<file path="src/rtl/mips_multicycle_control.sv">
// Multicycle MIPS control FSM: sequences fetch/decode/execute/memory/write-back
// and drives ALU op, operand selects and datapath strobes from the state register.
module mips_multicycle_control (
  input  logic       clk,
  input  logic       rst,
  input  logic [5:0] opcode,
  input  logic [5:0] funct,
  input  logic       zero,
  input  logic       mem_ready,
  output logic [3:0] alu_control,
  output logic       alu_src_a,
  output logic [1:0] alu_src_b,
  output logic [1:0] pc_src,
  output logic       pc_write,
  output logic       ir_write,
  output logic       mem_read,
  output logic       mem_write,
  output logic       iord,
  output logic       reg_write,
  output logic       reg_dst,
  output logic       mem_to_reg,
  output logic       instr_done,
  output logic       illegal,
  output logic [3:0] state
);

  localparam logic [3:0] S_FETCH   = 4'd0;
  localparam logic [3:0] S_DECODE  = 4'd1;
  localparam logic [3:0] S_MADDR   = 4'd2;
  localparam logic [3:0] S_MREAD   = 4'd3;
  localparam logic [3:0] S_MWB     = 4'd4;
  localparam logic [3:0] S_MWRITE  = 4'd5;
  localparam logic [3:0] S_REXEC   = 4'd6;
  localparam logic [3:0] S_RWB     = 4'd7;
  localparam logic [3:0] S_BRANCH  = 4'd8;
  localparam logic [3:0] S_JUMP    = 4'd9;
  localparam logic [3:0] S_IEXEC   = 4'd10;
  localparam logic [3:0] S_IWB     = 4'd11;
  localparam logic [3:0] S_ILLEGAL = 4'd12;

  localparam logic [3:0] ALU_AND = 4'b0000;
  localparam logic [3:0] ALU_OR  = 4'b0001;
  localparam logic [3:0] ALU_ADD = 4'b0010;
  localparam logic [3:0] ALU_SUB = 4'b0110;
  localparam logic [3:0] ALU_SLT = 4'b0111;
  localparam logic [3:0] ALU_NOR = 4'b1100;

  logic [3:0] state_q, state_d;
  logic       is_lw, is_sw, is_r, is_beq, is_j, is_addi;
  logic       r_ok;
  logic [3:0] r_alu;

  assign is_lw   = (opcode == 6'b100011);
  assign is_sw   = (opcode == 6'b101011);
  assign is_r    = (opcode == 6'b000000);
  assign is_beq  = (opcode == 6'b000100);
  assign is_j    = (opcode == 6'b000010);
  assign is_addi = (opcode == 6'b001000);

  always_comb begin
    r_ok  = 1'b1;
    r_alu = ALU_AND;
    case (funct)
      6'b100100: r_alu = ALU_AND;
      6'b100101: r_alu = ALU_OR;
      6'b100000: r_alu = ALU_ADD;
      6'b100010: r_alu = ALU_SUB;
      6'b101010: r_alu = ALU_SLT;
      6'b100111: r_alu = ALU_NOR;
      default:   r_ok  = 1'b0;
    endcase
  end

  always_ff @(posedge clk) begin
    if (rst) state_q <= S_FETCH;
    else     state_q <= state_d;
  end

  always_comb begin
    state_d = S_FETCH;
    case (state_q)
      S_FETCH:  state_d = mem_ready ? S_DECODE : S_FETCH;
      S_DECODE: begin
        unique case (1'b1)
          is_lw | is_sw: state_d = S_MADDR;
          is_r & r_ok:   state_d = S_REXEC;
          is_beq:        state_d = S_BRANCH;
          is_j:          state_d = S_JUMP;
          is_addi:       state_d = S_IEXEC;
          default:       state_d = S_ILLEGAL;
        endcase
      end
      S_MADDR:  state_d = is_lw ? S_MREAD : S_MWRITE;
      S_MREAD:  state_d = mem_ready ? S_MWB : S_MREAD;
      S_MWRITE: state_d = mem_ready ? S_FETCH : S_MWRITE;
      S_REXEC:  state_d = S_RWB;
      S_IEXEC:  state_d = S_IWB;
      default:  state_d = S_FETCH;
    endcase
  end

  always_comb begin
    alu_control = 4'b0000;
    alu_src_a   = 1'b0;
    alu_src_b   = 2'b00;
    pc_src      = 2'b00;
    pc_write    = 1'b0;
    ir_write    = 1'b0;
    mem_read    = 1'b0;
    mem_write   = 1'b0;
    iord        = 1'b0;
    reg_write   = 1'b0;
    reg_dst     = 1'b0;
    mem_to_reg  = 1'b0;
    instr_done  = 1'b0;
    illegal     = 1'b0;
    case (state_q)
      S_FETCH: begin
        mem_read    = 1'b1;
        alu_src_b   = 2'b01;
        alu_control = ALU_ADD;
        ir_write    = mem_ready;
        pc_write    = mem_ready;
      end
      S_DECODE: begin
        alu_src_b   = 2'b11;
        alu_control = ALU_ADD;
      end
      S_MADDR, S_IEXEC: begin
        alu_src_a   = 1'b1;
        alu_src_b   = 2'b10;
        alu_control = ALU_ADD;
      end
      S_MREAD: begin
        iord     = 1'b1;
        mem_read = 1'b1;
      end
      S_MWB: begin
        reg_write  = 1'b1;
        mem_to_reg = 1'b1;
        instr_done = 1'b1;
      end
      S_MWRITE: begin
        iord       = 1'b1;
        mem_write  = 1'b1;
        instr_done = mem_ready;
      end
      S_REXEC: begin
        alu_src_a   = 1'b1;
        alu_control = r_alu;
      end
      S_RWB: begin
        alu_control = r_alu;
        reg_write   = 1'b1;
        reg_dst     = 1'b1;
        instr_done  = 1'b1;
      end
      S_BRANCH: begin
        alu_src_a   = 1'b1;
        alu_control = ALU_SUB;
        pc_src      = 2'b01;
        pc_write    = zero;
        instr_done  = 1'b1;
      end
      S_JUMP: begin
        pc_src     = 2'b10;
        pc_write   = 1'b1;
        instr_done = 1'b1;
      end
      S_IWB: begin
        alu_control = ALU_ADD;
        reg_write   = 1'b1;
        instr_done  = 1'b1;
      end
      S_ILLEGAL: begin
        illegal    = 1'b1;
        instr_done = 1'b1;
      end
      default: ;
    endcase
    // Reset wins over any in-flight instruction so nothing is committed
    if (rst) begin
      pc_write   = 1'b0;
      ir_write   = 1'b0;
      mem_write  = 1'b0;
      reg_write  = 1'b0;
      instr_done = 1'b0;
      illegal    = 1'b0;
    end
  end

  assign state = state_q;

endmodule
</file>
<file path="config.mk">
export PLATFORM = sky130hd
export DESIGN_NAME = mips_multicycle_control
export DESIGN_NICKNAME = d
export VERILOG_FILES = /design/src/rtl/mips_multicycle_control.sv
export SDC_FILE = /design/constraint.sdc
export NUM_CORES = 1
export LEC_CHECK = 0
export ABC_AREA = 1
export CAP_MARGIN = 10
export CORE_AREA = 4 4 47 49
export DETAILED_ROUTE_END_ITERATION = 10
export DIE_AREA = 0 0 51 53
export PLACE_DENSITY = 0.75
export SYNTH_ARGS = -nofsm -noshare
export SYNTH_HDL_FRONTEND = slang
export SYNTH_SLANG_ARGS = --single-unit
</file>
<file path="constraint.sdc">
create_clock -name clk -period 1.5 [get_ports clk]
set_input_delay 0.225 -clock clk [delete_from_list [all_inputs] [get_ports clk]]
set_output_delay 0.225 -clock clk [all_outputs]
set_load 0.03 [all_outputs]
</file>
# Word level (Yosys, flattened, before mapping)
# Index checks and enable logic that the tools add are counted.
word_totals:
  ff_bits: 4
  in_bits: 16
  out_inout_bits: 23
  elab_cells: 65
op_classes:
  eq_ne: 23
  mux: 28
  n_bitwise: 2
  n_reduce_logical: 11
op_table:
  columns: ["op", "count"]
  rows:
  - ["6-bit == test (second input constant)", 8]
  - ["4-bit case mux with 5 select lines", 2]
  - ["4-bit case mux with 7 select lines", 1]
  - ["4-bit == test (second input constant)", 5]
  - ["1-bit 2-to-1 mux", 17]
  - ["4-bit by 3-bit == test with 1-bit output (second input constant)", 4]
  - ["4-bit case mux with 3 select lines", 1]
  - ["6-bit OR reduction", 2]
  - ["3-bit 2-to-1 mux", 3]
  - ["4-bit by 2-bit == test with 1-bit output (second input constant)", 2]
  - ["2-bit OR reduction", 4]
  - ["6-bit by 2-bit == test with 1-bit output (second input constant)", 1]
  - ["6-bit by 3-bit == test with 1-bit output (second input constant)", 1]
  - ["6-bit by 4-bit == test with 1-bit output (second input constant)", 1]
  - ["6-bit zero test", 1]
  - ["2-bit case mux with 3 select lines", 1]
  - ["5-bit OR reduction", 1]
  - ["4-bit by 1-bit == test with 1-bit output (second input constant)", 1]
  - ["4-bit zero test", 1]
  - ["2-bit case mux with 2 select lines", 1]
  - ["4-bit OR reduction", 1]
  - ["1-bit case mux with 3 select lines", 1]
  - ["3-bit OR reduction", 1]
  - ["1-bit case mux with 2 select lines", 1]
  - ["2 further kinds", 2]

# Depth between registers and ports, before layout
logic_depth:
  word_depth: 6
  depth_mapped: 8
  depth_no_buf: 8

# Worst setup path after synthesis
# OpenSTA, ideal clock, no wires.
synth_path:
  path_kind: "reg-to-output"
  from: "reg state_q[3] (netlist: state[3])"
  to: "out pc_write"
  arrival_ns: 1.863
  t_required_ns: 1.275
  setup_slack_ns: -0.588
  stages_incl_launch_ff: 5
  n_path_buf: 0
  cell_sequence: "dfxtp_1 nand2_1 nor2_1 a211oi_1 nor2_1"
synth_via:
  elab_chain_len: 3
  elab_cells_between_ends: 5
  classes_between: "2 x eq/ne; 2 x mux; 1 x reduce/logical"
synth_lines:
  columns: ["element", "line_no", "rtl"]
  rows:
  - ["from (decl)", "48", "logic [3:0] state_q, state_d;"]
  - ["from (signal assigned)", "76", "else state_q <= state_d;"]
  - ["4-bit == test or 4-bit zero test (tied branches)", "117", "case (state_q)"]
  - ["1-bit case mux with 3 select lines (*)", "117", null]
  - ["1-bit 2-to-1 mux (*)", "182", "if (rst) begin"]
  - ["to (decl)", "14", "output logic pc_write,"]
# Every way passes the cells marked *; elsewhere a longest branch is shown, timed or not.

# Final worst setup path
layout_path:
  from: "reg state_q[3] (netlist: state[3])"
  to: "out instr_done"
layout_via:
  elab_chain_len: 4
  elab_cells_between_ends: 10
  classes_between: "7 x eq/ne; 2 x mux; 1 x reduce/logical"
layout_lines:
  columns: ["element", "line_no", "rtl"]
  rows:
  - ["4-bit == test or 4-bit by 3-bit == test with 1-bit output (tied branches)", "117", null]
  - ["6-bit OR reduction (no source line)", null, null]
  - ["1-bit case mux with 2 select lines (*)", "117", null]
  - ["1-bit 2-to-1 mux (*)", "182", null]
  - ["to (decl)", "22", "output logic instr_done,"]
# Marked as above.

==> results.json <==
{
  "status": "finished with violations",
  "drt_iter0_drc": 13,
  "maxSlewViolCount": 0,
  "die_height_um": 53,
  "viasPerCell": 4.90,
  "hold_start": "mem_ready",
  "largest_reg_flops": 4,
  "worst_pin_slew_ns": 0.330,
  "hp-class": "in -> reg",
  "ant_nets": 0,
  "r2r-start": "state[0]",
  "layout.nets": 193,
  "worstRegToRegCells": 6,
  "finClkSkew_ns": 0.00467,
  "path_clk_slew_ns": 0.04,
  "ctsRootBufferMaster": "clkbuf_4",
  "syn_area_um2": 596,
  "grt.total_usage": 0.196,
  "total_power_uw": 636,
  "cts_max_path_buffers": 2,
  "start_util": 0.320,
  "drt_wl_total_um": 2520,
  "drc": 0,
  "grt_pass1_vias": 952,
  "async_reset_ff_frac": 0,
  "critical_path.slowest_cell": "dfxtp_4",
  "wl_per_cell_um": 12.4,
  "rsz0062_at_grt": "yes",
  "cts_htree_levels": 1,
  "vias": 994,
  "die_w_um": 51,
  "ys.flop_type": "dfxtp_1",
  "grt_pass1_wl_um": 4110,
  "hold_depth": 5,
  "syn_avg_cell_area_um2": 5.13,
  "maxSlewHeadroom": 0.778,
  "path_cells": "inv_2 -> nand2_4 -> nor2_4 -> nor2_1 -> a21o_1 -> o21ai_2 -> buf_6",
  "worstSetupPathType": "reg -> out",
  "syn_to_final_growth_pct": 124,
  "rr_endpoint": "state[1]",
  "grt_max_degree": 8,
  "holdPathEnd": "state[0]",
  "grt_overflow": 0,
  "ios": 39,
  "max_freq_mhz": 632,
  "setup-violations-final": 5,
  "drive_above_1_share": 0.528,
  "synth.distinct_cells": 22,
  "layout.cells.non_filler": 203,
  "ff2ff_setup_slack_ns": 0.15,
  "postCtsHoldBufs": 0,
  "portBuffers": 38,
  "insertion_delay_ns": 0.23,
  "numCtsBuffers": 3,
  "post-route-min-period_ns": 1.58,
  "place_congestion": 0.865,
  "yosysSeqAreaShare": 0.134,
  "synth_edf_count": 0,
  "synth_cells": 116,
  "core_area_um2": 1860,
  "dp_cells": 189,
  "period_share": 1.06,
  "firstDrtPassIters": 4,
  "fillCellCount": 147,
  "fin_util": 0.716,
  "setup_ws_ns": -0.0826,
  "power-per-cell-area_nw_per_um2": 477,
  "tritoncts": "done",
  "yosysWarnings": 0,
  "max_cap_viol_count": 0,
  "die_area_um2": 2700,
  "synth-seq-cells": 4,
  "clkSinkCount": 4,
  "critPathMaxFanout": 5,
  "vdd_drop_max_mv": 0.435,
  "leakage_uw": 0.000641,
  "finalHoldViolCount": 0,
  "cp-start-kind": "flop",
  "antenna_cells": 0,
  "endpoint_kind": "primary output",
  "violations": "negative setup slack",
  "arrival_ns": 1.36,
  "cp_data_required_time_ns": 1.27,
  "synth.net_count": 132,
  "max_stage_delay_ns": 0.38,
  "dp.final_hpwl_um": 1780,
  "antenna_found_initial": 0,
  "row_count": 16
}
cells in the mapped netlist, types with 2 or more instances:
cell type,number,share of area
o21ai_0,6,0.050
a21oi_1,4,0.034
nor2_4,2,0.038
nor2_1,29,0.18
nand3_1,6,0.050
dfxtp_1,4,0.13
inv_1,22,0.14
o211ai_1,2,0.025
nand2_1,19,0.12
nand4_1,7,0.074
nor3_1,4,0.034
worst max path at each step:
stage,from,endpoint,cells after the start
final,state[3],instr_done,7
after global routing,state[0],instr_done,7
after CTS,state[1],instr_done,7
after detailed placement,funct[5],alu_control[2],8
after global placement,funct[5],alu_control[2],8
after floorplan,state[3],pc_write,4
layout by cell type, fill, tap and decap left out, drive strengths merged:
master and count:
buf 38, nor2 32, inv 22, nand2 20, dlygate4sd2 10, clkdlybuf4s50 8, nand4 7, o21ai 7
nand3 6, dfxtp 4, nor3 4, clkbuf 4, a21oi 4, o211ai 2, a21o 1, a211oi 1
o22ai 1, xor2 1, nand3b 1, a31oi 1, and3 1, dlymetal6s2s 1
where the power goes:
group	internal [µW]	switching [µW]	leakage (µW)
clock	99.9	44.9	0.0000150
combinational	161	206	0.000591
sequential	110	14.2	0.0000356
final cells by class:
cell class / count / area [µm²] / area share
repair buffers: 57 / 503 / 0.377
inverters: 22 / 87.6 / 0.0657
clock buffers: 4 / 26.3 / 0.0197
well taps: 27 / 33.8 / 0.0254
flip-flops and latches: 4 / 95.1 / 0.0714
multi-input cells: 89 / 587 / 0.440
critical path: cells and delay by family (launching register included):
family	cells	cell delay [ns]
and+or+nand+nor	3	0.31
buffers and inverters	2	0.19
AOI/OAI and AO/OA	2	0.24
DFF	1	0.38
logic make-up (layout without fill, tap and decap cells):
kind of cell	after synthesis	in the layout	share of synthesized area
XOR/XNOR	1	1	0.0147
AND/OR/NAND/NOR	71	71	0.542
flip-flops	4	4	0.134
buffers and inverters	23	83	0.145
AO/OA/AOI/OAI	17	17	0.164
per-stage QoR:
step	cell area (µm²)	hold slack, ns	setup slack [ns]	TNS, ns
2_1_floorplan	654	0.487	-0.0562	-0.0673
3_3_place_gp	1080	0.614	-0.124	-0.352
3_5_place_dp	1080	0.616	-0.176	-0.515
4_1_cts	1230	0.628	-0.0763	-0.294
5_1_grt	1330	0.635	-0.148	-0.715
6_report	1330	0.606	-0.0826	-0.269
metal layers:
metal / global-route usage / wire, µm
met1: 0.238 / 1090
met2: 0.361 / 1350
met3: 0.0113 / 80
met4: 0.0673 / 0
met5: 0 / 0
what timing repair did:
action                                  4_1_cts  5_1_grt
pin swaps                                    12        5
buffers inserted                              7        3
resized for setup                            43       26
endpoints found under the setup margin       14       13
(Power assumes the default switching activity.)
